===== src/rtl/spike_event_sched.sv =====
// spike_event_sched: turns spike edges into timestamped events and sequences them with step requests onto the FP64 datapath
module spike_event_sched #(
    parameter int STEP_CYCLES = 50,
    parameter int FIFO_DEPTH  = 4,
    parameter int TS_W        = 32
) (
    input  logic                        clk,
    input  logic                        reset,
    input  logic                        enable,
    input  logic                        tp1,
    input  logic                        td4,
    input  logic                        dp_done,
    output logic                        op_start,
    output logic [1:0]                  op_code,
    output logic [TS_W-1:0]             op_dt,
    output logic                        busy,
    output logic [$clog2(FIFO_DEPTH):0] fifo_count,
    output logic [7:0]                  drop_cnt,
    output logic                        step_miss
);
    localparam int AW = $clog2(FIFO_DEPTH);
    localparam int SW = $clog2(STEP_CYCLES);
    localparam logic [1:0] OP_STEP = 2'b00;
    localparam logic [1:0] OP_PRE  = 2'b01;
    localparam logic [1:0] OP_POST = 2'b10;

    typedef enum logic [1:0] {IDLE, ISSUE, WAIT} state_t;

    state_t          state;
    logic            tp1_q, td4_q, pre_ev, post_ev, tick;
    logic            push_pre, push_post, grant_step, grant_spike, last_spike, step_pend;
    logic [TS_W-1:0] age_pre, age_post, pre_dt, post_dt;
    logic [TS_W+1:0] mem [FIFO_DEPTH];
    logic [AW-1:0]   wr_ptr, rd_ptr;
    logic [AW:0]     free;
    logic [1:0]      n_drop;
    logic [8:0]      drop_sum;
    logic [SW-1:0]   step_cnt;

    assign pre_ev    = tp1 & ~tp1_q & enable;
    assign post_ev   = td4 & ~td4_q & enable;
    assign tick      = enable && step_cnt == 0;
    assign pre_dt    = age_post;
    assign post_dt   = pre_ev ? '0 : age_pre;
    assign free      = (AW+1)'(FIFO_DEPTH) - fifo_count;
    // a lone free slot goes to the pre event, so post needs one more than pre consumed
    assign push_pre  = pre_ev && free != 0;
    assign push_post = post_ev && free > (AW+1)'(push_pre);
    assign n_drop    = {1'b0, pre_ev & ~push_pre} + {1'b0, post_ev & ~push_post};
    assign drop_sum  = {1'b0, drop_cnt} + {7'b0, n_drop};
    // on contention the requester opposite to the previous grant wins
    assign grant_step  = state == IDLE && step_pend && (fifo_count == 0 || last_spike);
    assign grant_spike = state == IDLE && fifo_count != 0 && (!step_pend || !last_spike);

    always_ff @(posedge clk) begin
        if (push_pre) mem[wr_ptr] <= {OP_PRE, pre_dt};
        if (push_post) mem[wr_ptr + AW'(push_pre)] <= {OP_POST, post_dt};
    end

    always_ff @(posedge clk or negedge reset) begin
        if (!reset) begin
            tp1_q      <= 1'b0;
            td4_q      <= 1'b0;
            age_pre    <= '1;
            age_post   <= '1;
            step_cnt   <= SW'(STEP_CYCLES - 1);
            step_pend  <= 1'b0;
            step_miss  <= 1'b0;
            wr_ptr     <= '0;
            rd_ptr     <= '0;
            fifo_count <= '0;
            drop_cnt   <= '0;
            last_spike <= 1'b1;
            state      <= IDLE;
            op_start   <= 1'b0;
            op_code    <= OP_STEP;
            op_dt      <= '0;
            busy       <= 1'b0;
        end else begin
            tp1_q <= tp1;
            td4_q <= td4;
            if (enable) begin
                age_pre  <= pre_ev ? '0 : age_pre + TS_W'(~&age_pre);
                age_post <= post_ev ? '0 : age_post + TS_W'(~&age_post);
                step_cnt <= step_cnt == 0 ? SW'(STEP_CYCLES - 1) : step_cnt - SW'(1);
            end
            if (tick && step_pend) step_miss <= 1'b1;
            step_pend  <= tick | (step_pend & ~grant_step);
            wr_ptr     <= wr_ptr + AW'(push_pre) + AW'(push_post);
            rd_ptr     <= rd_ptr + AW'(grant_spike);
            fifo_count <= fifo_count + (AW+1)'(push_pre) + (AW+1)'(push_post) - (AW+1)'(grant_spike);
            drop_cnt   <= drop_sum[8] ? 8'hff : drop_sum[7:0];
            op_start   <= 1'b0;
            case (state)
                IDLE: if (grant_step || grant_spike) begin
                    state      <= ISSUE;
                    op_start   <= 1'b1;
                    busy       <= 1'b1;
                    last_spike <= grant_spike;
                    {op_code, op_dt} <= grant_spike ? mem[rd_ptr] : {OP_STEP, TS_W'(0)};
                end
                ISSUE: state <= WAIT;
                WAIT: if (dp_done) begin
                    state <= IDLE;
                    busy  <= 1'b0;
                end
                default: state <= IDLE;
            endcase
        end
    end
endmodule

===== config.mk =====
export PLATFORM = sky130hd
export DESIGN_NAME = spike_event_sched
export DESIGN_NICKNAME = d
export VERILOG_FILES = /design/src/rtl/spike_event_sched.sv
export SDC_FILE = /design/constraint.sdc
export NUM_CORES = 1
export LEC_CHECK = 0
export BUFFER_PORTS_ARGS = -buffer_cell sky130_fd_sc_hd__buf_2
export CORE_MARGIN = 2
export CORE_UTILIZATION = 28
export CTS_BUF_LIST = sky130_fd_sc_hd__clkbuf_16
export DETAILED_ROUTE_END_ITERATION = 16
export PLACE_DENSITY = 0.5
export SLEW_MARGIN = 30
export SYNTH_ARGS = -nofsm -noshare
export SYNTH_HDL_FRONTEND = slang
export SYNTH_SLANG_ARGS = --single-unit

===== constraint.sdc =====
create_clock -name clk -period 4.2 [get_ports clk]
set_input_delay 0.63 -clock clk [delete_from_list [all_inputs] [get_ports clk]]
set_output_delay 0.63 -clock clk [all_outputs]
set_load 0.01 [all_outputs]

* Word-level counts from Yosys, hierarchy flattened
Memory sizes are Yosys's and may differ from the RTL's.
Cells that the tools add are included.
** Storage, ports and cells
- Flip-flop bits (word level) :: 128
- Memory bits (writable) :: 136
- Input port bits :: 6
- Output and inout port bits :: 48
- Logic and storage cells :: 92
- Memories :: 1
** Memory list
- mem :: depth 4, bits a word 34, rd ports 1, clocked after Yosys merged registers in 0, wr ports 2, line 33 : logic [TS_W+1:0] mem [FIFO_DEPTH];
** Cells by class
- $add $sub $neg :: 12
- Order comparisons :: 1
- Eq/ne operators :: 4
- Mux-type cells :: 18
- Bitwise operators :: 13
- Reduce and logical (&&, ||, !) cells :: 26
** Operators with widths (count)
- $mux 32 :: 3
- $add 32x1->32 :: 2
- $reduce_and 32->1 :: 2
- $mux 34 :: 1
- $add 8x2->9 :: 1
- $logic_and 1x1->1 :: 8
- $mux 1 :: 8
- $mux 8 :: 1
- $and 1x1->1 :: 7
- $add 2x1->2 :: 3
- $add 3x1->3 :: 2
- $logic_not 6->1 :: 1
- $mux 6 :: 1
- $pmux 2 s3 :: 1
- $reduce_bool 3->1 :: 2
- $sub 6x1->6 const B :: 1
- $not 1->1 :: 5
- $logic_not 1->1 :: 4
- $mux 2 :: 2
- $reduce_and 2->1 :: 2
- $gt 3x1->1 :: 1
- $logic_not 3->1 :: 1
- $logic_or 1x1->1 :: 3
- $reduce_and 3->1 :: 1
- 11 further kinds :: 11

* Longest topological paths before layout
- Depth in word-level cells :: 11
- Depth in mapped cells :: 14
- Mapped depth without buffers :: 13

* Worst setup path before layout
No wires, ideal clock.
- Kind :: register -> register
- From :: register fifo_count[0]
- To :: memory mem[0][0] in the netlist's numbering, enable pin
- Library setup time :: 0.470 ns
- Data arrival time :: 3.758 ns
- Required time :: 3.730 ns
- Slack :: -0.027 ns
- Stages on the path, launching flop included :: 7
- Cells stage by stage :: dfrtp_1 > inv_1 > ha_1 > ha_1 > and4bb_2 > inv_1 > o31ai_1
** RTL lines
- start: declaration :: line 17 : output logic [$clog2(FIFO_DEPTH):0] fifo_count,
- start signal: assignment :: line 91 : fifo_count <= fifo_count + (AW+1)'(push_pre) + (AW+1)'(push_post) - (AW+1)'(grant_spike);
- end: declaration :: line 33

* Worst setup path after layout
- From :: register fifo_count[0]
- To :: register drop_cnt[3]
** On the way
- Word-level cells in the longest chain between the ends :: 10
- Elaborated cells between the ends (all ways) :: 12
** RTL lines
- $sub 3x3->3 (*) :: line 45 : assign free = (AW+1)'(FIFO_DEPTH) - fifo_count;
- $reduce_bool 3->1 :: line 47 : assign push_pre = pre_ev && free != 0;
- $logic_and 1x1->1 :: line 47
- $gt 3x1->1 :: line 48 : assign push_post = post_ev && free > (AW+1)'(push_pre);
- $logic_and 1x1->1 :: line 48
- $not 1->1 :: line 49 : assign n_drop = {1'b0, pre_ev & ~push_pre} + {1'b0, post_ev & ~push_post};
- $and 1x1->1 :: line 49
- $add 1x1->2 (*) :: line 49
- $add 8x2->9 (*) :: line 50 : assign drop_sum = {1'b0, drop_cnt} + {7'b0, n_drop};
- $mux 8 (*) :: line 92 : drop_cnt <= drop_sum[8] ? 8'hff : drop_sum[7:0];
- end signal: assignment :: line 92
- end: declaration :: line 18 : output logic [7:0] drop_cnt,
Mark *: on every way between the ends. The rest lies on a longest branch, timed or not.
A chain may end at the register's enable or synchronous reset.

==> results.md <==
- YS warnings: 0
- Cells after synthesis: 1044
- Top cell by count, worst path: ha_1
- Post-layout util: 32.7%
- Hold slack final: 126 ps
- CTS tree: yes
- Prevailing post-synth register cell: edfxtp_1
- GR peak layer: met2
- Outcome: finished clean
- Root Buffer: clkbuf_16
- Via/cell ratio: 5.35
- Simple-gate share of the synthesized area: 12.3%
- Worst setup SP type: flop
- Avg Cell Area, Syn: 12.3 um2
- Fmax: 283 MHz
- Post-CTS setup buffer count: 0
- Setup violators final: 0
- CP Capture Type: flop
- Synth Area in Compound Gates: 15.9%
- Clock Sinks: 264
- Die height: 219 um
- Most common cell after layout, fill and taps aside: edfxtp_1
- Vias in the first global route: 8966
- Most frequent cells in the layout: edfxtp_1 (128), nand2_1 (69), dfstp_2 (68)
- Top-area cell type share of the netlist area: 29.8%
- Worst Path Arrival: 3960 ps
- Slowest-stage cell, CP: fa_1
- FILL cells: 4493
- Final hold vios: 0
- Final period utilization: 84.1%
- Placed Instance Area: 13800 um2
- Worst path cell trace: inv_1 -> ha_1 -> ha_1 -> and4bb_2 -> ha_1 -> or2_0 -> and3_1 -> fa_1 -> ha_1 -> nand3_1 -> nor2_1 -> nand3_1 -> o21ai_0
- IO buf count: 53
- Chip Width: 219 um
- H-tree depth: 1
- Die ar.: 47800 um2
- Final wirelength: 34900 um
- Yosys top cell by area: edfxtp_1
- Syn Std Cell Area: 12900 um2
- Mux cell area share after synthesis: 6.82%
- Largest cells by area after synthesis: edfxtp_1 (30%), dfstp_2 (14%), dfrtp_1 (12%)
- Count of TritonRoute iterations in the first routing pass: 5
- Synth Area in XOR/XNOR: 2.17%
- I/O Pins: 54
- Worst skew pair latency: 560 ps
- GR Layer Usage met1: 21.5%
- Ys async rst share: 48.5%
- Total Routing Usage GR: 14.8%
- Met3 Use GR: 2.19%
- Ratio of cells with drive above 1 in the final layout: 23.5%
- Number of DRC markers in iteration 0: 914
- Finished Cell Area: 14800 um2
- CP Class: flop to flop
- Post-cts repair resize count: 0
- GP Congestion: 0.781
- Dpl hpwl: 22600 um
- Vias post-DR: 8963
- Final antenna-violating net count: 0
- VDD IR max: 0.000405 V
- Core Area: 45400 um2
- Post-synth EDFFs: 128
- Slew HR: 38.7%
- Flops & latches, synth: 264
- Power Density: 583 nW/um2
- Class of the worst hold path: primary input to async pin
- Clock Path Buffers: 3
- Register area share after synthesis: 56.6%
- Layout Skew: 13.0 ps
- CTS hold repair buffers: 0
- Standard-cell row count: 78
- Initial antenna violation count: 0
- # DRC: 0
- RSZ-0062 raised after global routing: false
- Setup TNS: 0 ps
- Crit path max fanout: 7
- Wire per inst: 20.8 um
- Post-synthesis adder-cell area fraction: 1.92%
- First-pass GRT wire length: 55200 um
- Inserted Clock Buffers: 30
- Clock transition at path regs: 60 ps
- Static leakage: 0.00520 uW
- Netlist cell types: 57
- Starting density of the core: 28.4%
- Req. time, crit path: 4630 ps
- Kind of cell adding the most delay to the critical path: simple AND/OR/NAND/NOR gates
- Net Count, Synth: 1068
- GR Overflow Total: 0
- Maxcap violations: 0
- Reg area: 7290 um2
- Met2 Resource Use GR: 23.3%
- Post-layout min period: 3530 ps
- Least-Margin Pin Slew: 919 ps
- Largest net degree at the start of global routing: 94
- Crit path buf inv count: 1
- Multi-input logic area: 5090 um2
- Largest family of logic cells by synthesized area: compound AO/OA/AOI/OAI gates
- Ant. Diodes: 0
- Nets: 1075
- CP max stage delay: 420 ps
- Final slew viol count: 0
- Layout area overhead: 15.2%
-- synthesized netlist by cell type, types with 34 or more instances --
| cell | number |
|---|---|
| mux4_2 | 34 |
| clkbuf_1 | 84 |
| dfrtp_1 | 60 |
| nand3_1 | 59 |
| a32o_1 | 64 |
| dfstp_2 | 68 |
| o21ai_0 | 50 |
| a22o_1 | 34 |
| edfxtp_1 | 128 |
| nor2_1 | 36 |
| nand2_1 | 69 |
| a21oi_1 | 36 |
-- worst reg2reg max path: cells and delay by family (launching register included) --
kind	cells	cell delay [ps]
AND/OR/NAND/NOR	6	1470
adder cells (fa/ha/maj)	5	1360
flip-flops	1	390
AO/OA/AOI/OAI	1	110
buffers and inverters	1	80
-- final cells by class --
class / count / area share, %
Timing Repair Buffer: 86 / 3.95
Tap cell: 600 / 5.06
Sequential cell: 264 / 49.1
Clock inverter: 25 / 1.77
Clock buffer: 31 / 5.23
Inverter: 21 / 0.531
Multi-Input combinational cell: 648 / 34.3
-- metrics by stage --
step / worst slack [ps] / cells / power, uW
2_1_floorplan: 230 / 1044 / 5120
3_3_place_gp: 738 / 1617 / 5960
3_5_place_dp: 671 / 1619 / 5990
4_1_cts: 654 / 1675 / 8790
5_1_grt: 392 / 1675 / 9150
6_report: 668 / 1675 / 8660
-- flip-flops by register name, summed over array words and instances, names as in the netlist --
name / count
mem: 136
age_post: 32
age_pre: 32
op_dt: 32
drop_cnt: 8
step_cnt: 6
fifo_count: 3
op_code: 2
rd_ptr: 2
state: 2
wr_ptr: 2
busy: 1
last_spike: 1
op_start: 1
step_miss: 1
step_pend: 1
td4_q: 1
tp1_q: 1
-- logic make-up after synthesis --
group / after synthesis
flops: 264
compound gates: 262
buf+inv: 132
fa+ha+maj: 18
xor+xnor: 32
simple gates: 291
mux: 45
-- power by group --
part | internal [uW] | leakage (uW) | total, uW | switching [uW]
clock | 1640 | 0.000499 | 2760 | 1120
combinational | 991 | 0.00194 | 2230 | 1240
sequential | 3230 | 0.00276 | 3660 | 427
total | 5870 | 0.00520 | 8660 | 2780
-- path summary, 6_finish.rpt --
path | from | end | slack, ps | depth (start not counted)
setup / recovery | fifo_count[0] | drop_cnt[3] | 670 | 13
hold / removal | reset | drop_cnt[4] | 130 | 1
setup reg to reg | fifo_count[0] | drop_cnt[3] | 670 | 13
hold reg to reg | mem[3][33] | mem[3][33] | 450 | 1
max in group asynchronous | reset | age_pre[29] | 3150 | 2
min in group clk | td4 | td4_q | 210 | 1
-- routing by layer --
layer	up-vias	part of all wire (%)
met3	47	6.2
met2	272	46
met5	-	0
li1	4087	-
met1	4557	46
met4	0	1.8
(Power assumes the default switching activity.)
